$ cat src/rtl/axi_write_arbiter_if.sv
// Requester-side and write-master-side signals of the shared single-beat write arbiter.
// The arbiter uses the slave modport; the environment driving requests and the write master uses master.
interface axi_write_arbiter_if #(
  parameter int NUM_REQ    = 2,
  parameter int ADDR_WIDTH = 32
);
  logic [NUM_REQ-1:0]            req_write;
  logic [NUM_REQ*ADDR_WIDTH-1:0] req_waddr;
  logic [NUM_REQ*32-1:0]         req_wdata;
  logic [NUM_REQ*4-1:0]          req_wstrb;
  logic [NUM_REQ-1:0]            req_pending;
  logic [NUM_REQ-1:0]            req_done;
  logic [1:0]                    req_resp;
  logic [NUM_REQ-1:0]            req_overflow;
  logic                          overflow_clr;
  logic [ADDR_WIDTH-1:0]         m_axi_waddr;
  logic [31:0]                   m_axi_wdata;
  logic [3:0]                    m_axi_wstrb;
  logic                          m_axi_write;
  logic                          m_axi_write_busy;
  logic                          m_axi_write_failed;
  logic                          m_axi_write_timeout;
  logic                          arb_active;

  modport slave (
    input  req_write, req_waddr, req_wdata, req_wstrb, overflow_clr,
    input  m_axi_write_busy, m_axi_write_failed, m_axi_write_timeout,
    output req_pending, req_done, req_resp, req_overflow,
    output m_axi_waddr, m_axi_wdata, m_axi_wstrb, m_axi_write, arb_active
  );

  modport master (
    output req_write, req_waddr, req_wdata, req_wstrb, overflow_clr,
    output m_axi_write_busy, m_axi_write_failed, m_axi_write_timeout,
    input  req_pending, req_done, req_resp, req_overflow,
    input  m_axi_waddr, m_axi_wdata, m_axi_wstrb, m_axi_write, arb_active
  );
endinterface

$ cat src/rtl/axi_write_arbiter.sv
// Round-robin arbiter sharing one single-beat AXI write master between NUM_REQ requesters,
// each with a 1-deep command slot; one write in flight, status routed back to the issuer.
module axi_write_arbiter #(
  parameter int NUM_REQ       = 2,
  parameter int ADDR_WIDTH    = 32,
  parameter int DATA_WIDTH    = 32,
  parameter int START_TIMEOUT = 16
) (
  input  logic                S_AXI_ACLK,
  input  logic                S_AXI_ARESET,
  axi_write_arbiter_if.slave  bus
);

  localparam int IDX_W = (NUM_REQ > 1) ? $clog2(NUM_REQ) : 1;
  localparam int SUM_W = IDX_W + 1;
  localparam int CNT_W = $clog2(START_TIMEOUT);
  localparam logic [CNT_W-1:0] CNT_LAST = CNT_W'(START_TIMEOUT - 1);
  localparam logic [IDX_W-1:0] IDX_LAST = IDX_W'(NUM_REQ - 1);

  localparam logic [1:0] RESP_OK       = 2'b00;
  localparam logic [1:0] RESP_FAILED   = 2'b01;
  localparam logic [1:0] RESP_TIMEOUT  = 2'b10;
  localparam logic [1:0] RESP_NO_START = 2'b11;

  typedef enum logic [1:0] {
    IDLE      = 2'd0,
    ISSUE     = 2'd1,
    WAIT_BUSY = 2'd2,
    WAIT_DONE = 2'd3
  } state_t;

  state_t state_reg, state_next;

  // Slot contents gathered from the per-requester generate blocks
  logic [NUM_REQ-1:0]    slot_valid;
  logic [NUM_REQ-1:0]    slot_overflow;
  logic [NUM_REQ-1:0]    slot_clr;
  logic [ADDR_WIDTH-1:0] slot_addr [NUM_REQ];
  logic [DATA_WIDTH-1:0] slot_data [NUM_REQ];
  logic [3:0]            slot_strb [NUM_REQ];

  logic [IDX_W-1:0]      rr_ptr_reg;
  logic [IDX_W-1:0]      grant_reg;
  logic [IDX_W-1:0]      grant_idx;
  logic [IDX_W-1:0]      scan_idx;
  logic [SUM_W-1:0]      scan_sum;
  logic                  grant_found;
  logic                  grant_go;
  logic                  finish;
  logic [1:0]            finish_resp;
  logic                  done_hold;
  logic [CNT_W-1:0]      cnt_reg;

  logic [NUM_REQ-1:0]    done_reg;
  logic [1:0]            resp_reg;
  logic [ADDR_WIDTH-1:0] waddr_reg;
  logic [DATA_WIDTH-1:0] wdata_reg;
  logic [3:0]            wstrb_reg;
  logic                  write_next;
  logic                  active_next;

  genvar gi;
  generate
    for (gi = 0; gi < NUM_REQ; gi++) begin : g_slot
      logic                  valid_reg;
      logic                  overflow_reg;
      logic [ADDR_WIDTH-1:0] addr_reg;
      logic [DATA_WIDTH-1:0] data_reg;
      logic [3:0]            strb_reg;
      logic                  accept;
      logic                  collide;

      assign slot_clr[gi] = finish && (grant_reg == IDX_W'(gi));
      // A slot being emptied this cycle can take a new command without overflowing
      assign accept  = bus.req_write[gi] && (!valid_reg || slot_clr[gi]);
      assign collide = bus.req_write[gi] && valid_reg && !slot_clr[gi];

      always_ff @(posedge S_AXI_ACLK) begin
        if (S_AXI_ARESET) begin
          valid_reg    <= 1'b0;
          overflow_reg <= 1'b0;
          addr_reg     <= '0;
          data_reg     <= '0;
          strb_reg     <= '0;
        end else begin
          if (accept) begin
            valid_reg <= 1'b1;
            addr_reg  <= bus.req_waddr[gi*ADDR_WIDTH +: ADDR_WIDTH];
            data_reg  <= bus.req_wdata[gi*DATA_WIDTH +: DATA_WIDTH];
            strb_reg  <= bus.req_wstrb[gi*4 +: 4];
          end else if (slot_clr[gi]) begin
            valid_reg <= 1'b0;
          end
          if (collide) begin
            overflow_reg <= 1'b1;
          end else if (bus.overflow_clr) begin
            overflow_reg <= 1'b0;
          end
        end
      end

      assign slot_valid[gi]    = valid_reg;
      assign slot_overflow[gi] = overflow_reg;
      assign slot_addr[gi]     = addr_reg;
      assign slot_data[gi]     = data_reg;
      assign slot_strb[gi]     = strb_reg;
    end
  endgenerate

  // First pending slot at or after rr_ptr, wrapping modulo NUM_REQ
  always_comb begin
    grant_found = 1'b0;
    grant_idx   = '0;
    scan_sum    = '0;
    scan_idx    = '0;
    for (int k = 0; k < NUM_REQ; k++) begin
      scan_sum = {1'b0, rr_ptr_reg} + SUM_W'(k);
      if (scan_sum >= SUM_W'(NUM_REQ)) begin
        scan_sum = scan_sum - SUM_W'(NUM_REQ);
      end
      scan_idx = scan_sum[IDX_W-1:0];
      if (!grant_found && slot_valid[scan_idx]) begin
        grant_found = 1'b1;
        grant_idx   = scan_idx;
      end
    end
  end

  // Holding off while req_done is up puts the next grant one cycle after the pulse
  assign done_hold = |done_reg;

  always_ff @(posedge S_AXI_ACLK) begin
    if (S_AXI_ARESET) begin
      state_reg <= IDLE;
    end else begin
      state_reg <= state_next;
    end
  end

  always_comb begin
    state_next  = state_reg;
    grant_go    = 1'b0;
    finish      = 1'b0;
    finish_resp = RESP_OK;
    case (state_reg)
      IDLE: begin
        if (grant_found && !done_hold) begin
          grant_go   = 1'b1;
          state_next = ISSUE;
        end
      end
      ISSUE: begin
        state_next = WAIT_BUSY;
      end
      WAIT_BUSY: begin
        if (bus.m_axi_write_busy) begin
          state_next = WAIT_DONE;
        end else if (cnt_reg == CNT_LAST) begin
          finish      = 1'b1;
          finish_resp = RESP_NO_START;
          state_next  = IDLE;
        end
      end
      WAIT_DONE: begin
        if (!bus.m_axi_write_busy) begin
          finish     = 1'b1;
          state_next = IDLE;
          if (bus.m_axi_write_timeout) begin
            finish_resp = RESP_TIMEOUT;
          end else if (bus.m_axi_write_failed) begin
            finish_resp = RESP_FAILED;
          end
        end
      end
      default: begin
        state_next = IDLE;
      end
    endcase
  end

  always_comb begin
    write_next  = (state_reg == ISSUE);
    active_next = (state_reg != IDLE);
  end

  always_ff @(posedge S_AXI_ACLK) begin
    if (S_AXI_ARESET) begin
      rr_ptr_reg <= '0;
      grant_reg  <= '0;
      cnt_reg    <= '0;
      done_reg   <= '0;
      resp_reg   <= RESP_OK;
      waddr_reg  <= '0;
      wdata_reg  <= '0;
      wstrb_reg  <= '0;
    end else begin
      done_reg <= '0;
      resp_reg <= RESP_OK;
      if (finish) begin
        done_reg[grant_reg] <= 1'b1;
        resp_reg            <= finish_resp;
      end
      if (grant_go) begin
        grant_reg  <= grant_idx;
        rr_ptr_reg <= (grant_idx == IDX_LAST) ? '0 : grant_idx + 1'b1;
        waddr_reg  <= slot_addr[grant_idx];
        wdata_reg  <= slot_data[grant_idx];
        wstrb_reg  <= slot_strb[grant_idx];
      end
      if (state_reg == ISSUE) begin
        cnt_reg <= '0;
      end else if (state_reg == WAIT_BUSY && !bus.m_axi_write_busy) begin
        cnt_reg <= cnt_reg + 1'b1;
      end
    end
  end

  assign bus.req_pending  = slot_valid;
  assign bus.req_overflow = slot_overflow;
  assign bus.req_done     = done_reg;
  assign bus.req_resp     = resp_reg;
  assign bus.m_axi_waddr  = waddr_reg;
  assign bus.m_axi_wdata  = wdata_reg;
  assign bus.m_axi_wstrb  = wstrb_reg;
  assign bus.m_axi_write  = write_next;
  assign bus.arb_active   = active_next;

endmodule

$ cat src/flat_wrapper.sv
// flat-port wrapper written by rule: the top's interface ports become plain ports
module axi_write_arbiter_flat 
#(
  parameter int NUM_REQ       = 2,
  parameter int ADDR_WIDTH    = 32,
  parameter int DATA_WIDTH    = 32,
  parameter int START_TIMEOUT = 16
)
  (S_AXI_ACLK, S_AXI_ARESET, bus_req_write, bus_req_waddr, bus_req_wdata, bus_req_wstrb, bus_overflow_clr, bus_m_axi_write_busy, bus_m_axi_write_failed, bus_m_axi_write_timeout, bus_req_pending, bus_req_done, bus_req_resp, bus_req_overflow, bus_m_axi_waddr, bus_m_axi_wdata, bus_m_axi_wstrb, bus_m_axi_write, bus_arb_active);
  axi_write_arbiter_if #(.NUM_REQ(NUM_REQ), .ADDR_WIDTH(ADDR_WIDTH)) bus_i ();
  input  logic S_AXI_ACLK;
  input  logic S_AXI_ARESET;
  input wire logic [$bits(bus_i.req_write)-1:0] bus_req_write;
  input wire logic [$bits(bus_i.req_waddr)-1:0] bus_req_waddr;
  input wire logic [$bits(bus_i.req_wdata)-1:0] bus_req_wdata;
  input wire logic [$bits(bus_i.req_wstrb)-1:0] bus_req_wstrb;
  input wire logic [$bits(bus_i.overflow_clr)-1:0] bus_overflow_clr;
  input wire logic [$bits(bus_i.m_axi_write_busy)-1:0] bus_m_axi_write_busy;
  input wire logic [$bits(bus_i.m_axi_write_failed)-1:0] bus_m_axi_write_failed;
  input wire logic [$bits(bus_i.m_axi_write_timeout)-1:0] bus_m_axi_write_timeout;
  output wire logic [$bits(bus_i.req_pending)-1:0] bus_req_pending;
  output wire logic [$bits(bus_i.req_done)-1:0] bus_req_done;
  output wire logic [$bits(bus_i.req_resp)-1:0] bus_req_resp;
  output wire logic [$bits(bus_i.req_overflow)-1:0] bus_req_overflow;
  output wire logic [$bits(bus_i.m_axi_waddr)-1:0] bus_m_axi_waddr;
  output wire logic [$bits(bus_i.m_axi_wdata)-1:0] bus_m_axi_wdata;
  output wire logic [$bits(bus_i.m_axi_wstrb)-1:0] bus_m_axi_wstrb;
  output wire logic [$bits(bus_i.m_axi_write)-1:0] bus_m_axi_write;
  output wire logic [$bits(bus_i.arb_active)-1:0] bus_arb_active;
  assign bus_i.req_write = bus_req_write;
  assign bus_i.req_waddr = bus_req_waddr;
  assign bus_i.req_wdata = bus_req_wdata;
  assign bus_i.req_wstrb = bus_req_wstrb;
  assign bus_i.overflow_clr = bus_overflow_clr;
  assign bus_i.m_axi_write_busy = bus_m_axi_write_busy;
  assign bus_i.m_axi_write_failed = bus_m_axi_write_failed;
  assign bus_i.m_axi_write_timeout = bus_m_axi_write_timeout;
  assign bus_req_pending = bus_i.req_pending;
  assign bus_req_done = bus_i.req_done;
  assign bus_req_resp = bus_i.req_resp;
  assign bus_req_overflow = bus_i.req_overflow;
  assign bus_m_axi_waddr = bus_i.m_axi_waddr;
  assign bus_m_axi_wdata = bus_i.m_axi_wdata;
  assign bus_m_axi_wstrb = bus_i.m_axi_wstrb;
  assign bus_m_axi_write = bus_i.m_axi_write;
  assign bus_arb_active = bus_i.arb_active;
  axi_write_arbiter #(.NUM_REQ(NUM_REQ), .ADDR_WIDTH(ADDR_WIDTH), .DATA_WIDTH(DATA_WIDTH), .START_TIMEOUT(START_TIMEOUT)) u_core (.S_AXI_ACLK(S_AXI_ACLK), .S_AXI_ARESET(S_AXI_ARESET), .bus(bus_i));
endmodule
$ cat config.mk
export PLATFORM = sky130hd
export DESIGN_NAME = axi_write_arbiter_flat
export DESIGN_NICKNAME = d
export VERILOG_FILES = /design/src/rtl/axi_write_arbiter_if.sv /design/src/rtl/axi_write_arbiter.sv /design/src/flat_wrapper.sv
export SDC_FILE = /design/constraint.sdc
export NUM_CORES = 1
export LEC_CHECK = 0
export BUFFER_PORTS_ARGS = -buffer_cell sky130_fd_sc_hd__buf_2
export CAP_MARGIN = 10
export CELL_PAD_IN_SITES_DETAIL_PLACEMENT = 0
export CELL_PAD_IN_SITES_GLOBAL_PLACEMENT = 1
export CORE_MARGIN = 3
export CORE_UTILIZATION = 40
export DETAILED_ROUTE_END_ITERATION = 10
export PLACE_DENSITY_LB_ADDON = 0.08
export SETUP_SLACK_MARGIN = 0.15
export SLEW_MARGIN = 0
export SYNTH_ARGS = -nofsm -noshare
export SYNTH_HDL_FRONTEND = slang
export SYNTH_SLANG_ARGS = --single-unit
$ cat constraint.sdc
create_clock -name S_AXI_ACLK -period 3.7 [get_ports S_AXI_ACLK]
set_input_delay 0.555 -clock S_AXI_ACLK [delete_from_list [all_inputs] [get_ports S_AXI_ACLK]]
set_output_delay 0.555 -clock S_AXI_ACLK [all_outputs]
set_load 0.01 [all_outputs]
## Word-level counts from Yosys, hierarchy flattened

Index checks and enable logic that the tools add are counted.

- Logic and storage cells: 118
- Output and inout bits: 78
- Flip-flop bits (word level): 220

- Bitwise gates (word level): 3
- Eq/ne operators: 7
- Order comparisons: 7
- Mux-type cells: 46
- Add/sub/neg operators: 5
- Reductions and logical operators: 31

Operators by type and width:

| kind | number |
|---|---|
| 32-bit two-way mux | 6 |
| 1-bit two-way mux | 25 |
| 2-bit two-way mux | 8 |
| 1-bit logical AND | 12 |
| 4-bit two-way mux | 3 |
| 2-bit nonzero test | 5 |
| 2-bit one-hot mux with 4 select lines | 1 |
| 1-bit logical NOT | 7 |
| 1-bit by 2-bit less-than comparator with 1-bit output, second input constant | 3 |
| 2-bit OR reduction | 3 |
| 4-bit by 1-bit adder with 4-bit output, second input constant | 1 |
| 2-bit == test, second input constant | 2 |
| 4-bit == test, second input constant | 1 |
| 2-bit >= comparator, second input constant | 2 |
| 2-bit one-hot mux with 2 select lines | 1 |
| 3-bit by 2-bit inequality test with 1-bit output, second input constant | 1 |
| 3-bit AND reduction | 1 |
| 1-bit by 1-bit adder with 2-bit output, second input constant | 1 |
| 2-bit by 1-bit == test with 1-bit output, second input constant | 1 |
| 1-bit by 2-bit >= comparator with 1-bit output, second input constant | 1 |
| 2-bit logical NOT | 1 |
| 1-bit logical OR | 2 |
| 2-bit by 1-bit inequality test with 1-bit output, second input constant | 1 |
| 2-bit inequality test, second input constant | 1 |
| 7 further kinds | 9 |

## Logic depth before layout (Yosys ltp)

- Depth in word-level cells: 12
- Depth in mapped cells: 8
- Gate-level depth less buffers: 5

## Worst setup path before layout

No wires, ideal clock.

- Kind: flip-flop to flip-flop
- From: register u_core.cnt_reg[0]
- To: register u_core.g_slot[1].data_reg[14]
- Period minus slack after synthesis: 1,724 ps
- Data required time: 3,568 ps
- Library setup time: 132 ps
- Buffers on the path: 3
- Path slack: 1,976 ps
- Arrival: 1,592 ps
- Stages on the path, launching flop included: 9
- Path through: dfxtp_1 -> ha_1 -> and3_1 -> clkbuf_2 -> o221a_2 -> buf_2 -> buf_4 -> nand2_1 -> a21oi_1

- Longest elaborated chain between the ends: 7

Ends and longest elaborated chain:

| what | RTL line | source |
|---|---|---|
| start: declaration | axi_write_arbiter.sv:52 | `logic [CNT_W-1:0] cnt_reg;` |
| start signal: assignment | axi_write_arbiter.sv:213 | `cnt_reg <= cnt_reg + 1'b1;` |
| 4-bit == test | axi_write_arbiter.sv:158 | `end else if (cnt_reg == CNT_LAST) begin` |
| 1-bit two-way mux | axi_write_arbiter.sv:158 |  |
| 1-bit two-way mux | axi_write_arbiter.sv:156 | `if (bus.m_axi_write_busy) begin` |
| 1-bit one-hot mux with 2 select lines | axi_write_arbiter.sv:145 | `case (state_reg)` |
| 1-bit logical AND | axi_write_arbiter.sv:73 | `assign slot_clr[gi] = finish && (grant_reg == IDX_W'(gi));` |
| 1-bit logical OR | axi_write_arbiter.sv:75 | `assign accept = bus.req_write[gi] && (!valid_reg \|\| slot_clr[gi]);` |
| 1-bit logical AND | axi_write_arbiter.sv:75 |  |
| end signal: assignment | axi_write_arbiter.sv:89 | `data_reg <= bus.req_wdata[gi*DATA_WIDTH +: DATA_WIDTH];` |
| end: declaration | axi_write_arbiter.sv:68 | `logic [DATA_WIDTH-1:0] data_reg;` |

Every way passes these cells.
A chain may end at the register's enable or synchronous reset.

## Final worst setup path

- From: register u_core.cnt_reg[0]
- To: register u_core.g_slot[0].strb_reg[0]

- Longest elaborated chain between the ends: 7

Ends and longest elaborated chain:

| what | RTL line | source |
|---|---|---|
| 4-bit == test | axi_write_arbiter.sv:158 |  |
| 1-bit two-way mux | axi_write_arbiter.sv:158 |  |
| 1-bit two-way mux | axi_write_arbiter.sv:156 |  |
| 1-bit one-hot mux with 2 select lines | axi_write_arbiter.sv:145 |  |
| 1-bit logical AND | axi_write_arbiter.sv:73 |  |
| 1-bit logical OR | axi_write_arbiter.sv:75 |  |
| 1-bit logical AND | axi_write_arbiter.sv:75 |  |
| end signal: assignment | axi_write_arbiter.sv:90 | `strb_reg <= bus.req_wstrb[gi*4 +: 4];` |
| end: declaration | axi_write_arbiter.sv:69 | `logic [3:0] strb_reg;` |

Every way passes these cells.

==> key figures <==
Status
  • Outcome: finished, final reports clean

Setup path
  • Crit end category: flip-flop
  • WP data arrival: 2.84 ns
  • Crit Path Max Fanout: 37
  • WP data required: 4.14 ns
  • Crit path launch type: flip-flop
  • Setup CP Type: reg -> reg

Finish
  • Layout Area Growth over Synthesis: 23.01%
  • Fin util: 0.5079
  • Fillers: 2063
  • Net count reported at finish: 1309
  • Share of layout cells above drive strength 1: 0.2336
  • Antenna diode count: 0
  • Finished Layout Cells: 1447

Timing
  • Final Cycle Share: 0.6501
  • Finish-stage setup viols: 0
  • Final setup skew: 0.01717 ns
  • Number of hold violations in the final report: 0
  • Final Slew Violations: 0
  • Worst slew pin tran: 1.099 ns
  • Setup_tns: 0 ns
  • Max Clk Rate: 415.8 MHz
  • Minimum clock period: 2.405 ns
  • RSZ-0062 raised after global routing: false
  • Max-slew headroom: 0.2671

CTS
  • Root buffer cell: clkbuf_16
  • Clk sinks: 220
  • Post-CTS sizing: 0
  • Inserted Clock Buffers: 25
  • CTS tree: built
  • Worst-path clk slew: 0.06 ns
  • H-tree depth: 1
  • Post-CTS Hold Fix Bufs: 0
  • Clock Latency Late Sink: 0.51 ns
  • Setup Fix Bufs, Post-CTS: 0
  • Bufs on Longest Clock Path: 3

Routing
  • Total detailed-routing wirelength: 22550 µm
  • DR vias/cell: 4.912
  • DR vias: 7108
  • Drt first-iter violations: 275
  • Number of iterations in the first detailed-routing pass: 4
  • DR WL/cell: 15.58 µm
  • Post-route antenna net violation count: 0
  • Residual DRC count: 0

Yosys
  • Mapped Area: 8462 µm²
  • Asr flop ratio synth: 0
  • Yosys reg bits: 220
  • Post-synth top cells: 273 x nand2_1, 220 x dfxtp_1, 146 x a21oi_1
  • Top cell type's share of synthesized area: 0.5205
  • Sequential area share after synthesis: 0.5205
  • Ys flop type: dfxtp_1
  • Distinct cells, synth: 34
  • Ys Warns: 0
  • Mean Syn Cell Area: 8.582 µm²
  • EDFF count, synth: 0
  • Synth top area cells: dfxtp_1 52%, nand2_1 12%, a21oi_1 8.6%
  • Synth area leader: dfxtp_1
  • Count leader, synth: nand2_1
  • Syn_nets: 1131
  • Mapped Cells: 986

Floorplan
  • Die ar.: 22940 µm²
  • Core region area: 20490 µm²
  • FP Rows: 52
  • Starting Density: 0.4129
  • Die Y: 151.4 µm
  • IO Pins: 222
  • Die width: 151.4 µm

Placed design
  • Post-DP HPWL: 14260 µm
  • Placed Cells incl. Taps: 1407
  • PortBufs: 221
  • GP Congestion: 0.8014

Power and ir drop
  • Power Dens Cells: 556.2 nW/µm²
  • Max rail drop VDD: 0.3457 mV
  • Lkg Pwr: 4.541 nW

GRT
  • Vias in the first global route: 6656
  • GRT Overall Usage: 0.1910
  • Largest net degree at the start of global routing: 105
  • Initial antenna violation count: 4
  • Total grt overflow: 0
  • First-pass GRT wire length: 35250 µm

Job
  • Max Cap Viol: 0

Min path
  • Min-delay worst type: in -> reg
-- where the power goes --
group / switching (W) / internal (W) / leakage [nW] / total, W
registers: 0.000109 / 0.00257 / 1.80 / 0.00268
logic: 0.000526 / 0.000353 / 2.38 / 0.000878
clock network: 0.000920 / 0.00131 / 0.359 / 0.00223
-- metal layers --
layer,up-vias,part of all wire,track usage
met5,-,0.0021,0
met4,8,0.018,0.04261
met3,35,0.065,0.03860
met2,183,0.46,0.3096
met1,3198,0.46,0.2638
li1,3684,-,-
-- worst max-delay path: stages, from the launching register on --
cell	delay, ns
dfxtp_1	0.34
ha_1	0.25
and3_1	0.29
o221ai_4	0.89
buf_12	0.31
nand2_1	0.09
a21oi_1	0.13
-- cell families after synthesis --
logic type      share of synthesized area
buf+inv                           0.05500
compound gates                     0.1635
fa+ha+maj                        0.001478
mux                               0.08413
flops                              0.5205
simple gates                       0.1754
-- placed cells by master (no fill, tap or decap), types with 5 or more instances in the layout --
master	n
nand2_1	273
buf_2	220
dfxtp_1	220
a21oi_1	146
nor2_1	78
mux2i_1	70
a211oi_1	68
clkbuf_16	25
nand2b_1	9
clkbuf_1	8
buf_4	7
buf_12	6
inv_1	5
-- cell type report --
cell class | count | area [µm²] | area share
flip-flops and latches | 220 | 4404 | 0.4231
multi-input cells | 676 | 3626 | 0.3484
repair buffers | 234 | 1285 | 0.1235
clock buffers | 37 | 710.7 | 0.06828
well taps | 270 | 337.8 | 0.03246
inverters | 7 | 26.28 | 0.002524
clock inverters | 3 | 18.77 | 0.001803
-- through the flow --
stage / power, W / cell area, µm² / worst slack (ns) / hold slack (ns)
2_1_floorplan: 0.003292 / 8462 / 1.976 / 0.4357
3_3_place_gp: 0.003613 / 9679 / 1.299 / 0.4416
3_5_place_dp: 0.003622 / 9679 / 1.295 / 0.4461
4_1_cts: 0.005877 / 10410 / 1.286 / 0.2504
5_1_grt: 0.006081 / 10410 / 1.073 / 0.2672
6_report: 0.005790 / 10410 / 1.295 / 0.2744
-- path summary, 6_finish.rpt --
path                                 start                            end  slack [ns]  cells after the start
max                      u_core.cnt_reg[0]   u_core.g_slot[0].strb_reg[0]        1.29                      6
max reg2reg              u_core.cnt_reg[0]   u_core.g_slot[0].strb_reg[0]        1.29                      6
min                      bus_req_waddr[61]  u_core.g_slot[1].addr_reg[29]        0.27                      3
min reg2reg  u_core.g_slot[1].data_reg[25]  u_core.g_slot[1].data_reg[25]        0.45                      2
(Power assumes the default switching activity.)
